File: config.mk
export PLATFORM = sky130hd
export DESIGN_NAME = bin_to_digits
export DESIGN_NICKNAME = d
export VERILOG_FILES = /design/src/rtl/digit_codes_pkg.sv /design/src/rtl/bin_to_digits_dd_add3.sv /design/src/rtl/bin_to_digits.sv
export SDC_FILE = /design/constraint.sdc
export NUM_CORES = 1
export LEC_CHECK = 0
export CAP_MARGIN = 20
export CORE_MARGIN = 2
export CORE_UTILIZATION = 50
export CTS_CLUSTER_DIAMETER = 120
export DETAILED_ROUTE_END_ITERATION = 12
export PLACE_DENSITY = 0.74
export SLEW_MARGIN = 40
export SYNTH_ARGS = -nofsm -noshare
export SYNTH_HDL_FRONTEND = slang
export SYNTH_SLANG_ARGS = --single-unit
File: constraint.sdc
create_clock -name clk -period 2 [get_ports clk]
set_input_delay 0.6 -clock clk [delete_from_list [all_inputs] [get_ports clk]]
set_output_delay 0.6 -clock clk [all_outputs]
set_load 0.05 [all_outputs]
File: src/rtl/digit_codes_pkg.sv
// Shared digit codes, FSM state encoding and sizing helper for bin_to_digits.
package digit_codes_pkg;

  localparam int unsigned DIG_W = 5;

  // Special codes understood by the sevensegment driver
  localparam logic [DIG_W-1:0] CHAR_BLANK = 5'h1F;
  localparam logic [DIG_W-1:0] CHAR_DASH  = 5'h1E;

  typedef enum logic [1:0] {
    IDLE   = 2'd0,
    SHIFT  = 2'd1,
    FINISH = 2'd2
  } state_e;

  // Bits needed for a down-counter that is loaded with bin_width
  function automatic int unsigned cnt_width(input int unsigned bin_width);
    return $clog2(bin_width + 1);
  endfunction

endpackage

File: src/rtl/bin_to_digits_dd_add3.sv
// Double-dabble correction cell: a BCD nibble of 5 or more gets +3 before the shift.
module dd_add3 (
  input  logic [3:0] i_nib,
  output logic [3:0] o_nib_c
);

  // Nibbles 5..9 become 8..12 so the following left shift carries into the next decade
  always_comb begin
    o_nib_c = i_nib;
    if (i_nib >= 4'd5) begin
      o_nib_c = i_nib + 4'd3;
    end
  end

endmodule

File: src/rtl/bin_to_digits.sv
// Sequential binary-to-decimal encoder feeding the sevensegment digit inputs.
// One bit per clock double-dabble; result held until the next conversion.
// Optional macro BIN_TO_DIGITS_LZ_BLANK_EN: blank leading zero digits (units always shown).
module bin_to_digits
  import digit_codes_pkg::*;
#(
  parameter int unsigned BIN_WIDTH  = 12,
  parameter int unsigned NUM_DIGITS = 4
) (
  input  logic                        clk,
  input  logic                        reset,
  input  logic                        start,
  input  logic [BIN_WIDTH-1:0]        bin_in,
  output logic                        busy,
  output logic                        done,
  output logic                        overflow,
  output logic [DIG_W*NUM_DIGITS-1:0] dig_out
);

  localparam int unsigned BCD_W = 4 * NUM_DIGITS;
  localparam int unsigned SH_W  = BCD_W + BIN_WIDTH;
  localparam int unsigned CNT_W = cnt_width(BIN_WIDTH);

  state_e                      r_state;
  logic [SH_W-1:0]             r_shift;
  logic [CNT_W-1:0]            r_cnt;
  logic                        r_ovf;

  logic [BCD_W-1:0]            w_bcd_adj;
  logic [SH_W-1:0]             w_shift_adj;
  logic [DIG_W*NUM_DIGITS-1:0] w_digits;
  logic [DIG_W*NUM_DIGITS-1:0] w_rst_digits;
`ifdef BIN_TO_DIGITS_LZ_BLANK_EN
  logic                        w_lead;
`endif

  // One add-3 cell per decade, operating on the BCD part of the shift register
  for (genvar g = 0; g < NUM_DIGITS; g++) begin : g_add3
    dd_add3 u_add3 (
      .i_nib   (r_shift[BIN_WIDTH + 4*g +: 4]),
      .o_nib_c (w_bcd_adj[4*g +: 4])
    );
  end

  assign w_shift_adj = {w_bcd_adj, r_shift[BIN_WIDTH-1:0]};

  // Idle display pattern: '0' in the units position, blanks above
  always_comb begin
    w_rst_digits = '0;
    for (int i = 1; i < int'(NUM_DIGITS); i++) begin
      w_rst_digits[DIG_W*i +: DIG_W] = CHAR_BLANK;
    end
  end

  // Digit codes presented at FINISH: dashes on overflow, otherwise {0,nibble}
  always_comb begin
    w_digits = '0;
`ifdef BIN_TO_DIGITS_LZ_BLANK_EN
    w_lead   = 1'b1;
`endif
    if (r_ovf) begin
      for (int i = 0; i < int'(NUM_DIGITS); i++) begin
        w_digits[DIG_W*i +: DIG_W] = CHAR_DASH;
      end
    end else begin
      for (int i = 0; i < int'(NUM_DIGITS); i++) begin
        w_digits[DIG_W*i +: DIG_W] = {1'b0, r_shift[BIN_WIDTH + 4*i +: 4]};
      end
`ifdef BIN_TO_DIGITS_LZ_BLANK_EN
      // Walk down from the top decade; blank zeros until the first nonzero digit
      for (int i = int'(NUM_DIGITS) - 1; i >= 1; i--) begin
        if (w_lead && (r_shift[BIN_WIDTH + 4*i +: 4] == 4'd0)) begin
          w_digits[DIG_W*i +: DIG_W] = CHAR_BLANK;
        end else begin
          w_lead = 1'b0;
        end
      end
`endif
    end
  end

  // Conversion FSM with registered handshake and result outputs
  always_ff @(posedge clk) begin
    if (!reset) begin
      r_state  <= IDLE;
      r_shift  <= '0;
      r_cnt    <= '0;
      r_ovf    <= 1'b0;
      busy     <= 1'b0;
      done     <= 1'b0;
      overflow <= 1'b0;
      dig_out  <= w_rst_digits;
    end else begin
      done <= 1'b0;
      case (r_state)
        IDLE: begin
          if (start) begin
            r_shift <= {{BCD_W{1'b0}}, bin_in};
            r_cnt   <= CNT_W'(BIN_WIDTH);
            r_ovf   <= 1'b0;
            busy    <= 1'b1;
            r_state <= SHIFT;
          end
        end
        SHIFT: begin
          // The adjusted top nibble's MSB leaves the register: a lost decade
          r_ovf   <= r_ovf | w_bcd_adj[BCD_W-1];
          r_shift <= {w_shift_adj[SH_W-2:0], 1'b0};
          r_cnt   <= r_cnt - CNT_W'(1);
          if (r_cnt == CNT_W'(1)) begin
            r_state <= FINISH;
          end
        end
        FINISH: begin
          dig_out  <= w_digits;
          overflow <= r_ovf;
          done     <= 1'b1;
          busy     <= 1'b0;
          r_state  <= IDLE;
        end
        default: begin
          r_state <= IDLE;
        end
      endcase
    end
  end

endmodule
# Word-level counts from Yosys, hierarchy flattened
# Index checks and enable logic that the tools add are counted.
# op_classes
add_sub_neg	5
n_lt_le_gt_ge	4
n_eq_ne	5
mux	17
bitwise	1
n_reduce_logical	6
# op_table
operator	n
28-bit one-hot mux with 2 select lines	1
28-bit 2-to-1 mux	1
20-bit 2-to-1 mux	1
4-bit 2-to-1 mux	5
4-bit by 2-bit adder with 4-bit output (second input constant)	4
4-bit by 3-bit >= comparator with 1-bit output (second input constant)	4
4-bit one-hot mux with 2 select lines	1
2-bit AND reduction	3
4-bit by 1-bit == test with 1-bit output (second input constant)	1
2-bit 2-to-1 mux	2
2-bit inequality test (second input constant)	2
1-bit one-hot mux with 2 select lines	2
2-bit one-hot mux with 2 select lines	1
2-bit nonzero test	2
4-bit by 1-bit subtractor with 4-bit output (second input constant)	1
1-bit 2-to-1 mux	3
2-bit by 1-bit == test with 1-bit output (second input constant)	1
2-bit == test (second input constant)	1
2-bit zero test	1
1-bit OR	1
# totals
regBits	58
inputBits	15
output_inout_bits	23
elab_cells	46

# Logic depth before layout (Yosys ltp)
# logic_depth
word_depth	4
ltp_mapped	5

# Hierarchy
# From an unflattened synthesis, not the netlist that was laid out.
# hier_totals
hier_cells	288
hier_area_um2	2558.7
# modules_own_cells
mod	instances	cells_per_inst	area_per_inst_um2	seq_area_each_um2
bin_to_digits	1	224	2153.3	1101.1
dd_add3	4	16	101.3	0.0

# Worst setup path after synthesis
# No wires, ideal clock.
# synth_timing
kind	register -> output
start	register dig_out[14]
end	output dig_out[14]
arrival_time_ps	933
t_required_ps	1400
path_slack_ps	467
stages_incl_launch_ff	2
cell_sequence	dfxtp_1 -> buf_4
# synth_rtl
element	line	source
start, declared	bin_to_digits.sv:17	output logic [DIG_W*NUM_DIGITS-1:0] dig_out
start signal, assigned	bin_to_digits.sv:92	dig_out <= w_rst_digits;
start signal, assigned	bin_to_digits.sv:115	dig_out <= w_digits;
# No word-level cell between the ends.

# Final worst setup path
# layout_timing
start	register r_state[1]
end	register r_shift[10]
# layout_via
elab_chain_cells	3
word_cells_on_any_way	6
classes_between	2 x eq/ne; 1 x mux; 3 x reduce/logical
# layout_lines
element	line	source
start, declared	bin_to_digits.sv:24	state_e r_state;
start signal, assigned	bin_to_digits.sv:85	r_state <= IDLE;
start signal, assigned	bin_to_digits.sv:102	r_state <= SHIFT;
start signal, assigned	bin_to_digits.sv:111	r_state <= FINISH;
2-bit by 1-bit == test with 1-bit output / 2-bit zero test (equally long branches)	bin_to_digits.sv:95	case (r_state)
2-bit nonzero test (no line) / 2-bit inequality test (equally long branches)	n/a	
2-bit AND reduction (no line)	n/a	
end signal, assigned	bin_to_digits.sv:98	r_shift <= {{BCD_W{1'b0}}, bin_in};
end signal, assigned	bin_to_digits.sv:108	r_shift <= {w_shift_adj[SH_W-2:0], 1'b0};
end, declared	bin_to_digits.sv:25	logic [SH_W-1:0] r_shift;
# Parallel ways exist; a longest one is shown, timed or not.
# A chain may end at the register's enable or synchronous reset.

==> results.toml <==
[outcome]
run_status = "complete, no violations"

[worst_setup_path]
worst-path-max-fanout = 13
crit_path_max_incr_delay_ns = 0.69
worstSetupPathType = "reg -> reg"
critical_path.cell_chain = "nand2b_1 > nand2_1 > a311oi_2"
cp.buffers_inverters = 0
cp_launch_type = "flop"
crit_path_end_kind = "flop"
arrival_ns = 1.91
timing.critical_path.slowest_stage_cell = "sky130_fd_sc_hd__dfxtp_1"
timing.critical_path.max_delay_family = "flip-flops"
cp_data_required_time_ns = 2.22

[pwr]
power_per_cell_area_mw_per_mm2 = 668
total_power_mw = 2.04
peakVddDrop_uv = 412
power.static_leakage_nw = 1.18

[clock_tree]
tritoncts = "yes"
clock_network_latency_to_the_later_pin_of_the_worst_skew_pair_ns = 0.31
cts.htree.levels = 2
cts_max_path_buffers = 2
cts_root_buf = "sky130_fd_sc_hd__clkbuf_8"
cts.sinks = 55
cts-hold-fix-buffers = 0
cts_setup_buffers = 0
postCtsResizedCells = 0
number_of_buffers_inserted_during_clock_tree_synthesis = 5
path_clk_slew_ns = 0.10

[yosys]
post_synth_mux_area_share = 0.00386
ys_seq_elements = 55
post_synth_xor_area_fraction = 0.0169
post_synth_inst_count = 297
ys.warnings.count = 0
synth_enable_flop_cells = 0
dominant_combinational_cell_family_by_area_after_synthesis = "compound AO/OA/AOI/OAI gates"
seq_area_frac_synth = 0.425
yosys.area_share.simple = 0.213
synth-compound-area-share = 0.214
adder_and_majority_gate_portion_of_the_synthesized_area = 0.0483
synthArstFlopShare = 0
postSynthNetCount = 322
syn_area_per_cell_um2 = 8.72
netlist_area_mm2 = 0.00259
synth_ff_type = "sky130_fd_sc_hd__dfxtp_1"
synth_cell_types = 43

[place]
setup_slack_after_placement_ns = 0.0237
detailed_place_hpwl_um = 3710
place_congestion = 0.865
port_buffer_count = 37

[detailed_routing]
post_drt_wl_per_cell_um = 13.6
routed-via-count = 2163
detail_route.drc_violations = 0
drtIter0Drc = 148
route.detailed.vias_per_inst = 5.48
postRouteWirelength_um = 5360
ant_nets = 0
drt-pass1-iter-count = 4

[global_routing]
global_route.overflow_total = 0
wire_length_of_the_first_global_routing_pass_um = 9450
global_route_usage_over_all_layers = 0.198
grt_antenna_before_repair = 0
grt_max_degree = 31
first_global_vias = 1984

[cells_and_area]
sequential_cell_area_mm2 = 0.00110
ant_diodes = 0
layout-drive-gt1-share = 0.157
area_of_the_multi_input_gates_mm2 = 0.00129
n_fill_cell = 462
nets = 349
synthToLayoutAreaGrowth_pct = 17.9
postLayoutCoreUtil = 0.606

[floorplanning]
die-area_mm2 = 0.00577
ios = 38
dieWidth_um = 76.0
dieHeight_um = 76.0
fp-row-count = 26
design.core.area_mm2 = 0.00504
start_util = 0.514

[timing]
slew_viol_final = 0
final-hold-violation-count = 0
setup_repair_after_global_routing_missed_its_margin = "false"
worst_slew_margin_rel = 0.624
setup_total_negative_slack_ns = 0
fmax_ghz = 0.591
max_slew.worst_pin.slew_ns = 0.564
fin_crit_ns = 1.69
worst_slack_ns = 0.308
finalSetupViolations = 0
fin_skew_ns = 0.0146
timing.final.crit_share = 0.846

[job]
max_cap_viol_count = 0

[worst_hold_path]
hp-class = "reg -> reg"
==> tightest hold or removal path: cells and delay by family (launching register included) <==
| kind | cells | cell delay [ns] |
|---|---|---|
| flip-flops | 1 | 0.32 |
| AND/OR/NAND/NOR | 1 | 0.05 |
| AO/OA/AOI/OAI | 1 | 0.05 |
==> routing by layer <==
layer / GRT usage / share of wire
met1: 0.274 / 0.50
met2: 0.313 / 0.45
met3: 0.0427 / 0.046
met4: 0.0545 / 0.011
met5: 0 / 0
==> flip-flops by register name (all words and copies together) (netlist names) <==
name / count
busy: 1
r_ovf: 1
dig_out: 18
r_cnt: 4
r_shift: 28
r_state: 2
done: 1
==> where the power goes <==
group / total (mW) / switching (mW) / internal, mW
combinational: 0.283 / 0.155 / 0.128
sequential: 1.16 / 0.0283 / 1.14
clock: 0.595 / 0.349 / 0.246
==> cell families after synthesis <==
group	Yosys count
DFF	55
xor gates and xnor gates	5
AOI/OAI and AO/OA	72
adders and majority gates	10
and+or+nand+nor	114
muxes	1
buffers and inverters	40
==> per-stage QoR <==
| stage | hold slack (ns) | instance area [µm²] | cells |
|---|---|---|---|
| 2_1_floorplan | 0.455 | 2590 | 297 |
| 6_report | 0.462 | 3060 | 395 |
| 3_5_place_dp | 0.449 | 2970 | 387 |
| 4_1_cts | 0.462 | 3060 | 395 |
| 5_1_grt | 0.486 | 3060 | 395 |
| 3_3_place_gp | 0.444 | 2970 | 387 |
==> placed cells by master (no fill, tap or decap), drive strengths merged, types with 2 or more instances in the layout <==
master         Yosys  routed
a21oi             13      13
nor2              28      28
nand3             19      19
nand3b             2       2
ha                10      10
nor3               8       8
a2111o             8       8
o211ai            14      14
clkdlybuf4s50      0      14
o21ai             11      11
o311ai             3       3
clkbuf             7       6
a22oi              2       2
nand2             38      38
nor4b              4       4
buf               19      32
xnor2              4       4
o31ai              3       3
dfxtp             55      55
nand2b             6       6
o21a               2       2
nor2b              2       2
or2                4       4
a311oi            11      11
inv               14      14
==> cell type report <==
type,instances,area share
Clock buffer,6,0.0238
Clock inverter,2,0.00410
Inverter,14,0.0172
Multi-Input combinational cell,202,0.421
Sequential cell,55,0.360
Tap cell,70,0.0287
Timing Repair Buffer,46,0.145
==> path summary, 6_finish.rpt <==
kind                            cells after the start                        to  slack (ns)               startpoint
worst max-delay path                                3  r_shift[10]$_SDFFE_PN0P_        0.31  r_state[1]$_SDFFE_PN0P_
worst max register to register                      3  r_shift[10]$_SDFFE_PN0P_        0.31  r_state[1]$_SDFFE_PN0P_
worst min register to register                      2   dig_out[0]$_SDFFE_PN0P_        0.46  dig_out[0]$_SDFFE_PN0P_
worst min-delay path                                2   dig_out[0]$_SDFFE_PN0P_        0.46  dig_out[0]$_SDFFE_PN0P_
==> Yosys cell counts (2+ instances only) <==
cell,n,area (µm²)
sky130_fd_sc_hd__a2111o_1,8,90.1
sky130_fd_sc_hd__a21oi_1,12,60.1
sky130_fd_sc_hd__a22oi_1,2,15.0
sky130_fd_sc_hd__a311oi_1,10,87.6
sky130_fd_sc_hd__buf_1,3,11.3
sky130_fd_sc_hd__buf_2,7,35.0
sky130_fd_sc_hd__buf_4,6,45.0
sky130_fd_sc_hd__buf_6,3,33.8
sky130_fd_sc_hd__clkbuf_1,7,26.3
sky130_fd_sc_hd__dfxtp_1,55,1100
sky130_fd_sc_hd__ha_1,10,125
sky130_fd_sc_hd__inv_1,13,48.8
sky130_fd_sc_hd__nand2_1,38,143
sky130_fd_sc_hd__nand2b_1,6,37.5
sky130_fd_sc_hd__nand3_1,19,95.1
sky130_fd_sc_hd__nor2_1,28,105
sky130_fd_sc_hd__nor3_1,8,40.0
sky130_fd_sc_hd__nor4b_1,4,35.0
sky130_fd_sc_hd__o211ai_1,14,105
sky130_fd_sc_hd__o21a_1,2,15.0
sky130_fd_sc_hd__o21ai_0,8,40.0
sky130_fd_sc_hd__o21ai_1,3,15.0
sky130_fd_sc_hd__o311ai_0,3,26.3
sky130_fd_sc_hd__o31ai_1,3,22.5
sky130_fd_sc_hd__or2_2,4,25.0
sky130_fd_sc_hd__xnor2_1,4,35.0
Power figures use the tool's default switching activity.
